--- config.mk ---
export PLATFORM = sky130hd
export DESIGN_NAME = polyphase_accum_flat
export DESIGN_NICKNAME = d
export VERILOG_FILES = /design/src/rtl/polyphase_accum_if.sv /design/src/rtl/polyphase_accum.sv /design/src/flat_wrapper.sv
export SDC_FILE = /design/constraint.sdc
export NUM_CORES = 1
export LEC_CHECK = 0
export CAP_MARGIN = 20
export CORE_MARGIN = 1.5
export CORE_UTILIZATION = 40
export DETAILED_ROUTE_END_ITERATION = 8
export MAX_ROUTING_LAYER = met4
export PLACE_DENSITY_LB_ADDON = 0.2
export SYNTH_ARGS = -nofsm -noshare
export SYNTH_HDL_FRONTEND = slang
export SYNTH_SLANG_ARGS = --single-unit
--- constraint.sdc ---
create_clock -name sys_clk -period 4.75 [get_ports sys_clk]
set_input_delay 0.7125 -clock sys_clk [delete_from_list [all_inputs] [get_ports sys_clk]]
set_output_delay 0.7125 -clock sys_clk [all_outputs]
set_load 0.005 [all_outputs]
--- src/rtl/polyphase_accum_if.sv ---
// polyphase_accum_if: product-in / commutated-out bus of the polyphase accumulator.
// The master drives the products and rate enables and observes the output; the slave is the accumulator.
interface polyphase_accum_if #(
    parameter int unsigned WIDTH = 18
);
    logic                        sam_clk_en;
    logic                        sys_clk2_en;
    logic signed [2*WIDTH-1:0]   prod_in;
    logic                        prod_valid;
    logic signed [WIDTH-1:0]     e1_in;
    logic signed [WIDTH-1:0]     y_out;
    logic                        y_valid;
    logic                        phase;
    logic                        sat_flag;
    logic                        ovr_flag;

    modport master (
        output sam_clk_en, sys_clk2_en, prod_in, prod_valid, e1_in,
        input  y_out, y_valid, phase, sat_flag, ovr_flag
    );

    modport slave (
        input  sam_clk_en, sys_clk2_en, prod_in, prod_valid, e1_in,
        output y_out, y_valid, phase, sat_flag, ovr_flag
    );
endinterface

--- src/rtl/polyphase_accum.sv ---
// polyphase_accum: accumulates NTAPS products per frame into the E0 branch value.
// It pairs E0 with E1, double-buffers one frame, and commutates E0/E1 onto a 2x-rate stream.
// Optional feature: define POLY_ACCUM_ROUND_EN for round-half-up E0 scaling; the default is truncation.
module polyphase_accum #(
    parameter int unsigned WIDTH     = 18,
    parameter int unsigned NTAPS     = 4,
    parameter int unsigned ACC_GUARD = 2
) (
    input  logic               sys_clk,
    input  logic               reset,
    polyphase_accum_if.slave   bus
);
    localparam int unsigned PW = 2 * WIDTH;
    localparam int unsigned AW = PW + ACC_GUARD;
    localparam int unsigned RW = AW + 1;
    localparam int unsigned CW = (NTAPS > 1) ? $clog2(NTAPS) : 1;
    localparam logic [CW-1:0]        LAST = CW'(NTAPS - 1);
    localparam logic signed [RW-1:0] MAXV = (RW'(1) << (WIDTH - 1)) - RW'(1);
    localparam logic signed [RW-1:0] MINV = ~MAXV;
`ifdef POLY_ACCUM_ROUND_EN
    localparam logic signed [RW-1:0] HALF = RW'(1) << (WIDTH - 2);
`endif

    typedef enum logic {IDLE, SEND_E1} state_t;

    logic signed [AW-1:0]    acc_q, acc_d;
    logic [CW-1:0]           pcnt_q, pcnt_d;
    logic signed [WIDTH-1:0] pend_e0_q, pend_e0_d;
    logic signed [WIDTH-1:0] pend_e1_q, pend_e1_d;
    logic                    pend_full_q, pend_full_d;
    logic                    sat_q, sat_d;
    logic                    ovr_q, ovr_d;

    state_t                  state_q;
    logic signed [WIDTH-1:0] out_e1_q;
    logic signed [WIDTH-1:0] y_out_q;
    logic                    y_valid_q;
    logic                    phase_q;

    logic [CW-1:0]           eff_idx_c;
    logic signed [AW-1:0]    prod_ext_c;
    logic signed [AW-1:0]    sum_c;
    logic signed [RW-1:0]    scaled_c;
    logic signed [RW-1:0]    shifted_c;
    logic                    sat_hi_c, sat_lo_c;
    logic signed [WIDTH-1:0] e0_c;
    logic                    complete_c, drop_c, consume_c;

    // Accumulate, scale and saturate E0, and compute the next pending-frame state.
    always_comb begin
        eff_idx_c  = bus.sam_clk_en ? '0 : pcnt_q;
        prod_ext_c = {{ACC_GUARD{bus.prod_in[PW-1]}}, bus.prod_in};
        sum_c      = ((eff_idx_c == '0) ? '0 : acc_q) + prod_ext_c;
`ifdef POLY_ACCUM_ROUND_EN
        scaled_c   = {sum_c[AW-1], sum_c} + HALF;
`else
        scaled_c   = {sum_c[AW-1], sum_c};
`endif
        shifted_c  = scaled_c >>> (WIDTH - 1);
        sat_hi_c   = shifted_c > MAXV;
        sat_lo_c   = shifted_c < MINV;
        e0_c       = sat_hi_c ? MAXV[WIDTH-1:0] :
                     sat_lo_c ? MINV[WIDTH-1:0] : shifted_c[WIDTH-1:0];

        complete_c = bus.prod_valid && (eff_idx_c == LAST);
        drop_c     = bus.sam_clk_en && (pcnt_q != '0);
        consume_c  = bus.sys_clk2_en && (state_q == IDLE) && pend_full_q;

        acc_d       = acc_q;
        pcnt_d      = pcnt_q;
        pend_e0_d   = pend_e0_q;
        pend_e1_d   = pend_e1_q;
        pend_full_d = pend_full_q;
        sat_d       = sat_q;
        ovr_d       = ovr_q | drop_c;

        if (bus.prod_valid) begin
            acc_d  = sum_c;
            pcnt_d = complete_c ? '0 : eff_idx_c + CW'(1);
        end else if (bus.sam_clk_en) begin
            pcnt_d = '0;
        end

        if (complete_c) begin
            pend_e0_d   = e0_c;
            pend_e1_d   = bus.e1_in;
            pend_full_d = 1'b1;
            sat_d       = sat_q | sat_hi_c | sat_lo_c;
            ovr_d       = ovr_d | (pend_full_q && !consume_c);
        end else if (consume_c) begin
            pend_full_d = 1'b0;
        end
    end

    // Accumulator, product counter, pending buffer and sticky flags.
    always_ff @(posedge sys_clk or negedge reset) begin
        if (!reset) begin
            acc_q       <= '0;
            pcnt_q      <= '0;
            pend_e0_q   <= '0;
            pend_e1_q   <= '0;
            pend_full_q <= 1'b0;
            sat_q       <= 1'b0;
            ovr_q       <= 1'b0;
        end else begin
            acc_q       <= acc_d;
            pcnt_q      <= pcnt_d;
            pend_e0_q   <= pend_e0_d;
            pend_e1_q   <= pend_e1_d;
            pend_full_q <= pend_full_d;
            sat_q       <= sat_d;
            ovr_q       <= ovr_d;
        end
    end

    // Commutator: E0 then E1 on successive output-rate enables; y_valid strobes for one cycle.
    always_ff @(posedge sys_clk or negedge reset) begin
        if (!reset) begin
            state_q   <= IDLE;
            out_e1_q  <= '0;
            y_out_q   <= '0;
            y_valid_q <= 1'b0;
            phase_q   <= 1'b0;
        end else begin
            y_valid_q <= 1'b0;
            if (bus.sys_clk2_en) begin
                case (state_q)
                    IDLE: begin
                        if (pend_full_q) begin
                            y_out_q   <= pend_e0_q;
                            out_e1_q  <= pend_e1_q;
                            phase_q   <= 1'b0;
                            y_valid_q <= 1'b1;
                            state_q   <= SEND_E1;
                        end
                    end
                    SEND_E1: begin
                        y_out_q   <= out_e1_q;
                        phase_q   <= 1'b1;
                        y_valid_q <= 1'b1;
                        state_q   <= IDLE;
                    end
                    default: state_q <= IDLE;
                endcase
            end
        end
    end

    assign bus.y_out    = y_out_q;
    assign bus.y_valid  = y_valid_q;
    assign bus.phase    = phase_q;
    assign bus.sat_flag = sat_q;
    assign bus.ovr_flag = ovr_q;
endmodule

--- src/flat_wrapper.sv ---
// flat-port wrapper written by rule: the top's interface ports become plain ports
module polyphase_accum_flat 
#(
    parameter int unsigned WIDTH     = 18,
    parameter int unsigned NTAPS     = 4,
    parameter int unsigned ACC_GUARD = 2
)
  (sys_clk, reset, bus_sam_clk_en, bus_sys_clk2_en, bus_prod_in, bus_prod_valid, bus_e1_in, bus_y_out, bus_y_valid, bus_phase, bus_sat_flag, bus_ovr_flag);
  polyphase_accum_if #(.WIDTH(WIDTH)) bus_i ();
  input  logic sys_clk;
  input  logic reset;
  input wire logic [$bits(bus_i.sam_clk_en)-1:0] bus_sam_clk_en;
  input wire logic [$bits(bus_i.sys_clk2_en)-1:0] bus_sys_clk2_en;
  input wire logic [$bits(bus_i.prod_in)-1:0] bus_prod_in;
  input wire logic [$bits(bus_i.prod_valid)-1:0] bus_prod_valid;
  input wire logic [$bits(bus_i.e1_in)-1:0] bus_e1_in;
  output wire logic [$bits(bus_i.y_out)-1:0] bus_y_out;
  output wire logic [$bits(bus_i.y_valid)-1:0] bus_y_valid;
  output wire logic [$bits(bus_i.phase)-1:0] bus_phase;
  output wire logic [$bits(bus_i.sat_flag)-1:0] bus_sat_flag;
  output wire logic [$bits(bus_i.ovr_flag)-1:0] bus_ovr_flag;
  assign bus_i.sam_clk_en = bus_sam_clk_en;
  assign bus_i.sys_clk2_en = bus_sys_clk2_en;
  assign bus_i.prod_in = bus_prod_in;
  assign bus_i.prod_valid = bus_prod_valid;
  assign bus_i.e1_in = bus_e1_in;
  assign bus_y_out = bus_i.y_out;
  assign bus_y_valid = bus_i.y_valid;
  assign bus_phase = bus_i.phase;
  assign bus_sat_flag = bus_i.sat_flag;
  assign bus_ovr_flag = bus_i.ovr_flag;
  polyphase_accum #(.WIDTH(WIDTH), .NTAPS(NTAPS), .ACC_GUARD(ACC_GUARD)) u_core (.sys_clk(sys_clk), .reset(reset), .bus(bus_i));
endmodule
# == Yosys cells after proc, flatten, opt, wreduce, memory -nomap -nowiden ==
# Index checks and enable logic that the tools add are counted.
# totals
ff_bits,118
input_bits,59
output_inout_bits,22
elab_cells,51
# op_classes
n_addsub,2
n_lt_le_gt_ge,2
eq_ne,2
muxes,17
bitwise_logic,5
reduce_logical,11
# op_table
cell,count
two-way mux 18 bit,3
adder 38 bit,1
two-way mux 38 bit,1
case mux 18 bit (2 select lines),1
greater-than comparator 21 x 18 -> 1 bit (second input constant),1
less-than comparator 21 x 18 -> 1 bit (second input constant),1
two-way mux 1 bit,6
two-way mux 2 bit,3
case mux 1 bit (2 select lines),3
logical AND 1 bit,5
OR 1 bit,4
nonzero test 2 bit,2
AND reduction 3 bit,1
adder 2 x 1 -> 2 bit (second input constant),1
== test 2 bit (second input constant),1
zero test 2 bit,1
!= test 2 x 1 -> 1 bit (second input constant),1
AND reduction 2 bit,1
zero test 1 bit,1
inverter 1 bit,1

# == Longest topological paths before layout ==
# depth
depth_word,7
mapped_depth,19
mapped_depth_nobuf,17

# == Worst setup path after synthesis ==
# Ideal clock, no wire load.
# synth_path
path_type,input port to flip-flop
startpoint,input bus_sam_clk_en
endpoint,register u_core.pend_e0_q[6]
setup_time_ps,66
arrival_ps,4152
t_required_ps,4684
path_slack_ps,532
path_stages,17
path_buffers,4
path_cell_list,nand2b_1 -> ha_1 -> clkbuf_1 -> clkbuf_1 -> nor2b_1 -> ha_1 -> buf_6 -> a21o_1 -> a31oi_1 -> o211ai_2 -> o2111a_1 -> a31o_2 -> o21ai_2 -> xor2_4 -> o41ai_4 -> buf_6 -> a221o_1
# synth_via
elab_chain_len,7
word_cells_on_any_way,10
cone_classes,add/sub: 1; order compare: 2; eq/ne: 1; mux: 4; reduce/logical: 2
# synth_lines
item,line_no,rtl
"start, declared",flat_wrapper.sv:12,input wire logic [$bits(bus_i.sam_clk_en)-1:0] bus_sam_clk_en;
two-way mux 2 bit *,-,
zero test 2 bit,polyphase_accum.sv:53,sum_c = ((eff_idx_c == '0) ? '0 : acc_q) + prod_ext_c;
two-way mux 38 bit,polyphase_accum.sv:53,
adder 38 bit,polyphase_accum.sv:53,
less-than comparator 21 x 18 -> 1 bit,polyphase_accum.sv:61,sat_lo_c = shifted_c < MINV;
two-way mux 18 bit,polyphase_accum.sv:63,sat_lo_c ? MINV[WIDTH-1:0] : shifted_c[WIDTH-1:0];
two-way mux 18 bit,polyphase_accum.sv:62,e0_c = sat_hi_c ? MAXV[WIDTH-1:0] :
"end signal, assigned",polyphase_accum.sv:108,pend_e0_q <= pend_e0_d;
"end, declared",polyphase_accum.sv:28,"logic signed [WIDTH-1:0] pend_e0_q, pend_e0_d;"
# Every way passes the cells marked *; elsewhere a longest branch is shown, timed or not.
# A chain may end at the register's enable or synchronous reset.

# == Worst setup path in the final report ==
# layout_path
startpoint,input bus_sam_clk_en
endpoint,register u_core.pend_e0_q[2]
# The elaborated chain is that of the path after synthesis.

==> impl_metrics.py <==
metrics = {
    "status": {
        "status": "complete, no violations",
    },
    "sta": {
        "rsz0062_at_grt": "false",
        "finalCritPeriodShare_pct": 94.4,
        "period_minus_slack_ns": 4.49,
        "whs_ns": 0.322,
        "slew_violations": 0,
        "setup_viol": 0,
        "relSlewSlack_pct": 26.8,
        "clock.fmax_mhz": 223,
        "clock_skew_ns": 0.00815,
        "fin_ws_ns": 0.264,
        "finalHoldViolations": 0,
        "worst_pin_slew_ns": 1.10,
    },
    "synth": {
        "synthXorXnorAreaFrac_pct": 5.30,
        "synth_warnings": 0,
        "ys_seq_elements": 118,
        "yosys.area_share.adder_pct": 7.15,
        "synth.distinct_cells": 66,
        "synthMuxAreaShare_pct": 13.7,
        "synth_compound_area_share_pct": 17.5,
        "synth_top_family_by_area": "compound AO/OA/AOI/OAI gates",
        "synthCells": 660,
        "synth-seq-area-share_pct": 41.6,
        "avgSynthCellArea_sq_um": 10.8,
        "syn-cell-area_sq_mm": 0.00711,
        "async_flop_share_pct": 100,
        "syn-num-nets": 759,
        "synth_edf_count": 0,
        "synth_ff_type": "dfrtp_1",
        "synthSimpleGateAreaFrac_pct": 11.4,
    },
    "worst_setup_path": {
        "r2r_cells": 16,
        "rr_startpoint": "u_core.pcnt_q[0]",
        "r2r_setup_slack_ns": 0.66,
        "start_kind": "input pin",
        "r2r-end": "u_core.pend_e0_q[2]",
        "cp.required_ns": 5.10,
        "end_kind": "flop",
        "crit_fanout": 18,
        "worstPathArrival_ns": 4.84,
        "path_class": "in2reg",
    },
    "clock_tree": {
        "cts_buffers": 17,
        "clockRootBuffer": "clkbuf_16",
        "cts_tree": "built",
        "clk_pin_slew_ns": 0.06,
        "insertion_delay_ns": 0.42,
        "cts_max_level": 4,
        "cts.sinks": 118,
        "clockBufferDepth": 2,
        "postCtsHoldBufs": 0,
    },
    "detailed_routing": {
        "via_per_inst": 5.26,
        "ant_nets": 0,
        "drc_errors": 0,
        "vias": 5322,
        "firstDrtPassIters": 4,
        "wl_microns": 16300,
        "wl_per_cell_microns": 16.1,
        "drt_iter0_markers": 243,
    },
    "floorplan": {
        "initial_core_util_pct": 40.9,
        "die_area_sq_mm": 0.0186,
        "die_x_microns": 136,
        "design.core.area_sq_mm": 0.0174,
        "die_y_microns": 136,
        "fp-row-count": 48,
        "io_pins": 81,
    },
    "global_routing": {
        "antenna_found_initial": 0,
        "grt_pass1_wl_microns": 27200,
        "gr-usage-all-layers_pct": 19.4,
        "gr-total-overflow": 0,
        "grt_start_max_net_pins": 55,
        "busiest_layer": "met2",
        "met2_usage_pct": 31.0,
        "grt_pass1_vias": 5459,
        "globalRouteMet1Util_pct": 24.8,
        "grt_util_met3_pct": 3.54,
    },
    "power": {
        "vdd_drop_max_uv": 296,
        "power_density_mw_per_mm2": 520,
        "leakage_nw": 4.09,
    },
    "placement": {
        "place_ws_ns": -0.358,
        "io_buffers": 80,
        "place.gp.congestion": 0.988,
        "hpwl_microns": 12500,
    },
    "layout": {
        "antenna_cells": 0,
        "syn_to_final_growth_pct": 26.6,
        "drive_gt1_share_pct": 23.2,
        "num-nets-final": 872,
    },
    "min_path": {
        "hold_class": "in2async",
    },
    "flow_run": {
        "max-cap-violations": 0,
    },
}
final cells by class:
type	instances	area, sq um
Fill cell	1530	8360
Inverter	13	48.8
Tap cell	225	282
Timing Repair Buffer	132	1190
Sequential cell	118	2950
Clock buffer	19	453
Clock inverter	13	146
Multi-Input combinational cell	491	3920
metal layers:
layer  part of all wire (%)  wire length [microns]
met5                      0                      0
met3                    3.7                    600
met1                     47                   7590
met4                    1.4                    227
met2                     48                   7880
sequential cells by signal (all words and copies together), names as in the netlist:
register	count
u_core.bus.phase	1
u_core.bus.sat_flag	1
u_core.state_q	1
u_core.pcnt_q	2
u_core.acc_q	38
u_core.pend_e1_q	18
u_core.bus.y_out	18
u_core.bus.y_valid	1
u_core.out_e1_q	18
u_core.pend_full_q	1
u_core.pend_e0_q	18
u_core.bus.ovr_flag	1
power breakdown:
group          switching (mW)  internal, mW  leakage [nW]
Clock                   0.489         0.806         0.291
Combinational           0.845         0.962          2.30
Sequential              0.196          1.38          1.50
cells in the mapped netlist (5+ instances only):
library cell,count,area (sq um)
xnor2_1,21,184
dfrtp_1,118,2950
mux2_2,68,766
o21ai_0,34,170
inv_1,13,48.8
a21oi_1,39,195
buf_2,9,45.0
xor2_1,12,105
and2_1,5,31.3
mux2i_1,21,210
nor2b_1,39,244
o211ai_1,5,37.5
nand3_1,10,50.1
nand4_1,7,43.8
nor2_1,24,90.1
nand2b_1,6,37.5
clkbuf_1,20,75.1
o21bai_1,7,52.6
ha_1,39,488
o21a_1,10,75.1
nand2_1,53,199
a21o_1,16,120
a221o_1,18,180
logic make-up (layout without fill, tap and decap cells):
logic type / after synthesis / count (layout)
compound gates: 166 / 166
simple gates: 159 / 159
flops: 118 / 118
mux: 89 / 89
buf+inv: 51 / 177
fa+ha+maj: 40 / 40
xor+xnor: 37 / 37
how the worst max path moves through the flow:
stage                    from                   end  slack (ns)  cells past startpoint
2_1_floorplan  bus_sam_clk_en   u_core.pend_e0_q[6]        0.53                     17
3_3_place_gp   bus_sam_clk_en  u_core.pend_e0_q[15]       -0.29                     18
3_5_place_dp   bus_sam_clk_en  u_core.pend_e0_q[11]       -0.36                     18
4_1_cts        bus_sam_clk_en  u_core.pend_e0_q[11]        0.04                     18
5_1_grt        bus_sam_clk_en   u_core.pend_e0_q[2]       0.004                     16
6_report       bus_sam_clk_en   u_core.pend_e0_q[2]        0.26                     16
metrics by stage:
| stage | cells | instance area [sq um] | total power, mW | TNS, ns | utilization (%) |
|---|---|---|---|---|---|
| after global placement | 976 | 8360 | 3.36 | -5.08 | 48.2 |
| after floorplan | 660 | 7110 | 2.73 | 0 | - |
| after global routing | 1011 | 8990 | 5.01 | 0 | 51.8 |
| after CTS | 1009 | 8970 | 4.73 | 0 | 51.7 |
| after detailed placement | 977 | 8380 | 3.40 | -6.14 | 48.3 |
| final | 1011 | 8990 | 4.68 | 0 | 51.8 |
cell usage in the layout (no fill, tap or decap), types with 24 or more instances in the layout:
cell type / count
a21oi_1: 39
buf_4: 52
mux2_2: 68
nor2_1: 24
dfrtp_1: 118
clkdlybuf4s50_1: 78
o21ai_0: 34
ha_1: 39
nand2_1: 53
nor2b_1: 39
critical path: stages:
cell	delay (ns)
clkdlybuf4s50_1	0.50
nand2b_1	0.16
ha_1	0.29
buf_4	0.29
nor2b_1	0.09
ha_1	0.40
nand2_1	0.14
or3_1	0.38
o211ai_1	0.17
o311ai_4	0.18
o31ai_4	0.29
a31oi_4	0.13
xnor2_2	0.34
nand2_4	0.13
a31oi_4	0.43
a221o_1	0.18
what timing repair did:
action                                  CTS  global route
endpoints found under the hold margin     0             0
setup buffers                             0             2
endpoints found under the setup margin    0            18
gates resized for setup                   0             1
Power figures use the tool's default switching activity.
